[config.mk]
export PLATFORM = sky130hd
export DESIGN_NAME = ram_write_arbiter_flat
export DESIGN_NICKNAME = d
export VERILOG_FILES = /design/src/rtl/ram_write_arbiter_if.sv /design/src/rtl/ram_write_arbiter.sv /design/src/flat_wrapper.sv
export SDC_FILE = /design/constraint.sdc
export NUM_CORES = 1
export LEC_CHECK = 0
export ABC_AREA = 0
export CAP_MARGIN = 20
export CORE_ASPECT_RATIO = 1.75
export CORE_MARGIN = 10
export CORE_UTILIZATION = 47
export DETAILED_ROUTE_END_ITERATION = 16
export GPL_ROUTABILITY_DRIVEN = 0
export GPL_TIMING_DRIVEN = 0
export HOLD_SLACK_MARGIN = 0.1
export PLACE_DENSITY_LB_ADDON = 0.2
export SLEW_MARGIN = 30
export SYNTH_ARGS = -nofsm -noshare
export SYNTH_HDL_FRONTEND = slang
export SYNTH_SLANG_ARGS = --single-unit
[constraint.sdc]
create_clock -name clk -period 2.1 [get_ports clk]
set_input_delay 0.42 -clock clk [delete_from_list [all_inputs] [get_ports clk]]
set_output_delay 0.42 -clock clk [all_outputs]
set_load 0.1 [all_outputs]
[src/rtl/ram_write_arbiter_if.sv]
// ram_write_arbiter_if
//   Bundles the two requester handshakes and the RAM write-port bus of the
//   write arbiter.
//   Parameters: DW (data width), AW (address width).
//   slave  modport : arbiter side (takes requests, drives readies and RAM bus)
//   master modport : requester/RAM side (drives requests, observes the rest)
interface ram_write_arbiter_if #(
  parameter int DW = 8,
  parameter int AW = 7
);
  logic          req0_valid;
  logic [AW-1:0] req0_addr;
  logic [DW-1:0] req0_data;
  logic          req0_ready;
  logic          req1_valid;
  logic [AW-1:0] req1_addr;
  logic [DW-1:0] req1_data;
  logic          req1_ready;
  logic          init_done;
  logic          ram_we;
  logic [AW-1:0] ram_add_w;
  logic [DW-1:0] ram_data_w;

  modport slave (
    input  req0_valid, req0_addr, req0_data,
    input  req1_valid, req1_addr, req1_data,
    output req0_ready, req1_ready, init_done,
    output ram_we, ram_add_w, ram_data_w
  );

  modport master (
    output req0_valid, req0_addr, req0_data,
    output req1_valid, req1_addr, req1_data,
    input  req0_ready, req1_ready, init_done,
    input  ram_we, ram_add_w, ram_data_w
  );
endinterface

[src/rtl/ram_write_arbiter.sv]
// ram_write_arbiter
//   Front-end for a 2-port RAM write port. After reset it writes INIT_VALUE
//   to every address (0 .. 2**address_width-1, ascending), then shares the
//   write port between two requesters with round-robin arbitration.
//   All RAM write-port outputs are registered; a request accepted on edge N
//   appears on the RAM bus after edge N and commits in the RAM on edge N+1.
// Ports
//   clk  : clock, all state updates on posedge
//   rst  : asynchronous active-high reset
//   bus  : ram_write_arbiter_if.slave
//          req{0,1}_valid/addr/data in, req{0,1}_ready out (combinational),
//          init_done, ram_we, ram_add_w, ram_data_w out (registered)
module ram_write_arbiter #(
  parameter int                    data_width    = 8,
  parameter int                    address_width = 7,
  parameter logic [data_width-1:0] INIT_VALUE    = '0
) (
  input  logic                 clk,
  input  logic                 rst,
  ram_write_arbiter_if.slave   bus
);

  localparam int NUM_REQ = 2;
  localparam int AW      = address_width;
  localparam int DW      = data_width;
  localparam logic [AW-1:0] CNT_MAX = '1;

  typedef enum logic {INIT, RUN} state_e;

  state_e        state_q;
  logic [AW-1:0] cnt_q;
  logic          rr_q;        // 0: req0 has priority on a tie, 1: req1
  logic          init_done_q;
  logic          we_q;
  logic [AW-1:0] add_q;
  logic [DW-1:0] data_q;

  logic [NUM_REQ-1:0]         vld;
  logic [NUM_REQ-1:0]         gnt;
  logic [NUM_REQ-1:0][AW-1:0] req_addr;
  logic [NUM_REQ-1:0][DW-1:0] req_data;
  logic                       sel;
  logic [AW-1:0]              cnt_d;

  assign vld      = {bus.req1_valid, bus.req0_valid};
  assign req_addr = {bus.req1_addr,  bus.req0_addr};
  assign req_data = {bus.req1_data,  bus.req0_data};

  // Grant only while running; a lone requester always wins, a tie goes to
  // the requester rr_q points at.
  always_comb begin
    gnt = '0;
    if (state_q == RUN) begin
      if (vld[0] && (!vld[1] || !rr_q)) gnt[0] = 1'b1;
      else if (vld[1])                  gnt[1] = 1'b1;
    end
  end

  // gnt is one-hot or zero, so the high bit alone picks the winner.
  assign sel   = gnt[1];
  assign cnt_d = cnt_q + AW'(1);

  always_ff @(posedge clk or posedge rst) begin
    if (rst) begin
      state_q     <= INIT;
      cnt_q       <= '0;
      rr_q        <= 1'b0;
      init_done_q <= 1'b0;
      we_q        <= 1'b0;
      add_q       <= '0;
      data_q      <= '0;
    end else begin
      case (state_q)
        INIT: begin
          we_q   <= 1'b1;
          add_q  <= cnt_q;
          data_q <= INIT_VALUE;
          // Counter stops on the last address instead of wrapping.
          if (cnt_q == CNT_MAX) begin
            state_q     <= RUN;
            init_done_q <= 1'b1;
          end else begin
            cnt_q <= cnt_d;
          end
        end
        RUN: begin
          if (|gnt) begin
            we_q   <= 1'b1;
            add_q  <= req_addr[sel];
            data_q <= req_data[sel];
            rr_q   <= ~sel;       // the loser gets priority next time
          end else begin
            we_q   <= 1'b0;
          end
        end
        default: state_q <= INIT;
      endcase
    end
  end

  assign bus.req0_ready = gnt[0];
  assign bus.req1_ready = gnt[1];
  assign bus.init_done  = init_done_q;
  assign bus.ram_we     = we_q;
  assign bus.ram_add_w  = add_q;
  assign bus.ram_data_w = data_q;

endmodule

[src/flat_wrapper.sv]
// flat-port wrapper written by rule: the top's interface ports become plain ports
module ram_write_arbiter_flat 
#(
  parameter int                    data_width    = 8,
  parameter int                    address_width = 7,
  parameter logic [data_width-1:0] INIT_VALUE    = '0
)
  (clk, rst, bus_req0_valid, bus_req0_addr, bus_req0_data, bus_req1_valid, bus_req1_addr, bus_req1_data, bus_req0_ready, bus_req1_ready, bus_init_done, bus_ram_we, bus_ram_add_w, bus_ram_data_w);
  ram_write_arbiter_if #(.DW((8)), .AW((7))) bus_i ();
  input  logic clk;
  input  logic rst;
  input wire logic [$bits(bus_i.req0_valid)-1:0] bus_req0_valid;
  input wire logic [$bits(bus_i.req0_addr)-1:0] bus_req0_addr;
  input wire logic [$bits(bus_i.req0_data)-1:0] bus_req0_data;
  input wire logic [$bits(bus_i.req1_valid)-1:0] bus_req1_valid;
  input wire logic [$bits(bus_i.req1_addr)-1:0] bus_req1_addr;
  input wire logic [$bits(bus_i.req1_data)-1:0] bus_req1_data;
  output wire logic [$bits(bus_i.req0_ready)-1:0] bus_req0_ready;
  output wire logic [$bits(bus_i.req1_ready)-1:0] bus_req1_ready;
  output wire logic [$bits(bus_i.init_done)-1:0] bus_init_done;
  output wire logic [$bits(bus_i.ram_we)-1:0] bus_ram_we;
  output wire logic [$bits(bus_i.ram_add_w)-1:0] bus_ram_add_w;
  output wire logic [$bits(bus_i.ram_data_w)-1:0] bus_ram_data_w;
  assign bus_i.req0_valid = bus_req0_valid;
  assign bus_i.req0_addr = bus_req0_addr;
  assign bus_i.req0_data = bus_req0_data;
  assign bus_i.req1_valid = bus_req1_valid;
  assign bus_i.req1_addr = bus_req1_addr;
  assign bus_i.req1_data = bus_req1_data;
  assign bus_req0_ready = bus_i.req0_ready;
  assign bus_req1_ready = bus_i.req1_ready;
  assign bus_init_done = bus_i.init_done;
  assign bus_ram_we = bus_i.ram_we;
  assign bus_ram_add_w = bus_i.ram_add_w;
  assign bus_ram_data_w = bus_i.ram_data_w;
  ram_write_arbiter #(.data_width(data_width), .address_width(address_width), .INIT_VALUE(INIT_VALUE)) u_core (.clk(clk), .rst(rst), .bus(bus_i));
endmodule
# Word level (Yosys, flattened, before mapping)
# Cells that the tools add are included.
dict set report totals {
  rom_bits 0
  mem_bits_rw 0
  latch_bits 0
  out_inout_bits 19
  in_bits 34
  mem_count 0
  regBits 26
  elab_cells 38
}
dict set report op_classes {
  n_lt_le_gt_ge 1
  add_sub_neg 1
  n_eq_ne 2
  n_shift 0
  n_mux 16
  div_mod_pow 0
  bitwise 3
  multipliers 0
  n_reduce_logical 8
}
# op n
set op_table {}
lappend op_table {{8-bit two-way mux} 3}
lappend op_table {{7-bit two-way mux} 3}
lappend op_table {{8-bit case mux with 2 select lines} 1}
lappend op_table {{7-bit case mux with 2 select lines} 1}
lappend op_table {{7-bit by 1-bit adder with 7-bit output, second input constant} 1}
lappend op_table {{7-bit equality test, second input constant} 1}
lappend op_table {{1-bit two-way mux} 6}
lappend op_table {{2-bit AND reduction} 3}
lappend op_table {{1-bit NOT} 3}
lappend op_table {{1-bit logical NOT} 2}
lappend op_table {{1-bit by 2-bit < comparator with 1-bit output, second input constant} 1}
lappend op_table {{2-bit two-way mux} 1}
lappend op_table {{2-bit inequality test, second input constant} 1}
lappend op_table {{1-bit case mux with 2 select lines} 1}
lappend op_table {{2-bit OR reduction} 1}
lappend op_table {{1-bit logical AND} 1}
lappend op_table {{1-bit logical OR} 1}

# Longest topological paths before layout
dict set report logic_depth {
  depth_word 9
  ltp_mapped 5
  depth_no_buf 4
}

# Least setup slack after synthesis
# Ideal clock, no wire load.
dict set report synth_timing {
  kind {input port to output port}
  startpoint {input port bus_req0_valid}
  endpoint {output port bus_req0_ready}
  arrival_ns 2.202
  cell_stages 4
  setup_slack_ns -0.522
  path_buffers 2
  required_time_ns 1.680
  path_cell_list {buf_4 > buf_6 > nand2_1 > a21oi_1}
}
dict set report synth_between {
  elab_chain_cells 3
}
# item line
set synth_rtl {}
lappend synth_rtl {{from (decl)} flat_wrapper.sv:12} ;# input wire logic [$bits(bus_i.req0_valid)-1:0] bus_req0_valid;
lappend synth_rtl {{1-bit logical AND} ram_write_arbiter.sv:54} ;# if (vld[0] && (!vld[1] || !rr_q)) gnt[0] = 1'b1;
lappend synth_rtl {{1-bit two-way mux} ram_write_arbiter.sv:54}
lappend synth_rtl {{2-bit two-way mux} ram_write_arbiter.sv:53} ;# if (state_q == RUN) begin
lappend synth_rtl {{to (decl)} flat_wrapper.sv:18} ;# output wire logic [$bits(bus_i.req0_ready)-1:0] bus_req0_ready;
# Every way passes these cells.

# Worst setup path after layout
dict set report layout_timing {
  startpoint {input port bus_req0_valid}
  endpoint {output port bus_req1_ready}
}
dict set report layout_between {
  elab_chain_cells 3
}
# item line
set layout_rtl {}
lappend layout_rtl {{1-bit logical AND} ram_write_arbiter.sv:54}
lappend layout_rtl {{1-bit two-way mux} ram_write_arbiter.sv:54}
lappend layout_rtl {{2-bit two-way mux} ram_write_arbiter.sv:53}
lappend layout_rtl {{to (decl)} flat_wrapper.sv:19} ;# output wire logic [$bits(bus_i.req1_ready)-1:0] bus_req1_ready;
# Every way passes these cells.

==> out/qor.yml <==
status: "completed"
dr.pass1.iters: 4
p_leak_nw: 0.9084
cts_root_buf: "clkbuf_8"
relSlewSlack: 0.3503
insertion_delay_ns: 0.27
diodes: 0
yosysWarnings: 0
antenna_found_initial: 0
avgSynthCellArea_um2: 9.975
drc: 0
path_max_fanout: 9
seq_area_frac_synth: 0.4561
track_usage: 0.1652
synth_flop_cell: "dfrtp_1"
powerDensity_nw_per_um2: 456.2
initial_core_util: 0.4872
layout_commonest_cell: "clkdlybuf4s50_1"
synthSimpleGateAreaFrac: 0.1798
rr_worst_depth: 4
layout_min_cycle_time_ns: 1.981
io-pin-count: 53
fin_nets: 234
synthTopCellsByArea: "dfrtp_1, a211oi_1, a31oi_1"
cts_hold_buf: 0
die_x_um: 61.65
antenna_left: 0
end_kind: "output port"
routedWlPerCell_um: 19.47
dp_slack_ns: -1.108
synth_edf_count: 0
coreArea_um2: 2928
drt_iter0_markers: 23
synth_xor_area_frac: 0.006140
clock.fmax_mhz: 504.9
post-route-cell-area_um2: 2042
synth_top_family_by_area: "compound AO/OA/AOI/OAI gates"
grt_setup_unrepaired: "false"
slew_violations: 0
timing_worst_slew_pin_value_ns: 0.9784
synth_cell_types: 36
dpl.hpwl_um: 3448
grt_remaining_overflow: 0
numCtsBuffers: 3
grt_pass1_vias: 1567
die_area_um2: 5725
cts_buffer_depth: 2
synth_top_area_share: 0.4561
worstSetupPathType: "input pin to output port"
skew_ns: 0.004957
routed_wirelength_um: 4380
cp.depth: 6
via_count: 1381
min-delay-path-class: "register to register"
crit_path_max_incr_delay_ns: 0.45
crit_chain: "clkdlybuf4s50_1 -> nand2b_1 -> buf_4 -> nand2_4 -> nor2_4 -> buf_12"
path_buf_inv: 3
layout_common_cells: "clkdlybuf4s50_1, dfrtp_1, dlygate4sd2_1"
grt_max_degree: 27
start_kind: "input pin"
clk_pin_slew_worst_paths_ns: 0.09
synthCells: 143
critPathTopFamily: "buffers and inverters"
die_y_um: 92.88
utilization: 0.6974
setup_ws_ns: 0.1195
placed_area_um2: 1988
worstPathRequired_ns: 1.68
grt_pass1_wl_um: 7500
fin_crit_sh: 0.9431
slowest_stage: "clkdlybuf4s50_1"
hold_depth: 1
synthArstFlopShare: 1.000
drive_above_1_share: 0.1523
drv_cap: 0
htreeDepth: 1
synthMuxAreaShare: 0.05000
synth_area_um2: 1426
setup_violations: 0
num_rows: 26
ir_drop_mv: 0.4589
ys_seq_elements: 26
arrival_ns: 1.56
synth-compound-area-share: 0.2404
synthAdderAreaFrac: 0.008772
io_buffers: 52
cts_tree: "yes"
synth_top_area_cell: "dfrtp_1"
synth_fp_nets: 178
routed_via_density: 6.138
final_hold_viol_count: 0
cts.sinks: 26
area_delta_synth_final_pct: 43.16
[through the flow]
stage | instances | total power [mW] | hold slack (ns) | TNS, ns
after floorplan | 143 | 0.5681 | 0.4600 | 0
after global placement | 223 | 0.6458 | 0.4646 | -1.994
after detailed placement | 223 | 0.6507 | 0.4740 | -2.056
after CTS | 227 | 0.9354 | 0.4923 | 0
after global routing | 225 | 0.9705 | 0.5065 | 0
final | 225 | 0.9315 | 0.4930 | 0
[cell type report]
class	count	area (um^2)
clock buffer	3	41.29
tap	28	35.03
fill	232	885.9
timing repair buffer	53	525.5
sequential	26	650.6
inverter	4	15.01
buffer	8	66.31
multi-input combinational	103	708.2
[state kept, by name, indices dropped and copies added, names as in the netlist]
name,flops
u_core.bus.ram_add_w,7
u_core.state_q,1
u_core.rr_q,1
u_core.cnt_q,7
u_core.bus.ram_data_w,8
u_core.bus.init_done,1
u_core.bus.ram_we,1
[worst paths after layout]
kind | from | end | slack, ns
max in group asynchronous | rst | u_core.cnt_q[0]$_DFFE_PP0P_ | 1.20
min in group asynchronous | rst | u_core.bus.ram_data_w[1]$_DFFE_PP0P_ | 0.52
max reg2reg | u_core.cnt_q[1]$_DFFE_PP0P_ | u_core.cnt_q[4]$_DFFE_PP0P_ | 0.67
min | u_core.bus.init_done$_DFFE_PP0P_ | u_core.bus.init_done$_DFFE_PP0P_ | 0.49
max | bus_req0_valid | bus_req1_ready | 0.12
min reg2reg | u_core.bus.init_done$_DFFE_PP0P_ | u_core.bus.init_done$_DFFE_PP0P_ | 0.49
[cells in the mapped netlist (5+ instances only)]
cell type	instances
nor2b_1	6
a31oi_1	9
mux2_2	5
nor2_1	10
and3b_1	5
o21ai_0	7
a21oi_1	5
a211oi_1	10
nor3_1	10
o21ai_1	8
dfrtp_1	26
a22oi_1	5
[cell families after synthesis]
logic type / Yosys count
compound gates: 51
simple gates: 44
flops: 26
buf+inv: 14
mux: 6
xor+xnor: 1
fa+ha+maj: 1
[repair_timing]
action	4_1_cts	5_1_grt
buffers inserted	1	0
setup endpoints to repair	19	2
hold endpoints to repair	0	0
resized for setup	38	5
[layer usage]
layer	track usage	vias to the layer above	wire length (um)
li1	-	639	-
met2	0.3027	52	2436
met1	0.1783	686	1627
met4	0.02434	0	27
met3	0.04925	4	290
met5	0	-	0
[power by group]
part | total [mW] | internal, mW | switching [mW]
Clock | 0.290 | 0.129 | 0.161
Combinational | 0.142 | 0.0798 | 0.0618
Sequential | 0.500 | 0.500 | 0
Power figures use the tool's default switching activity.
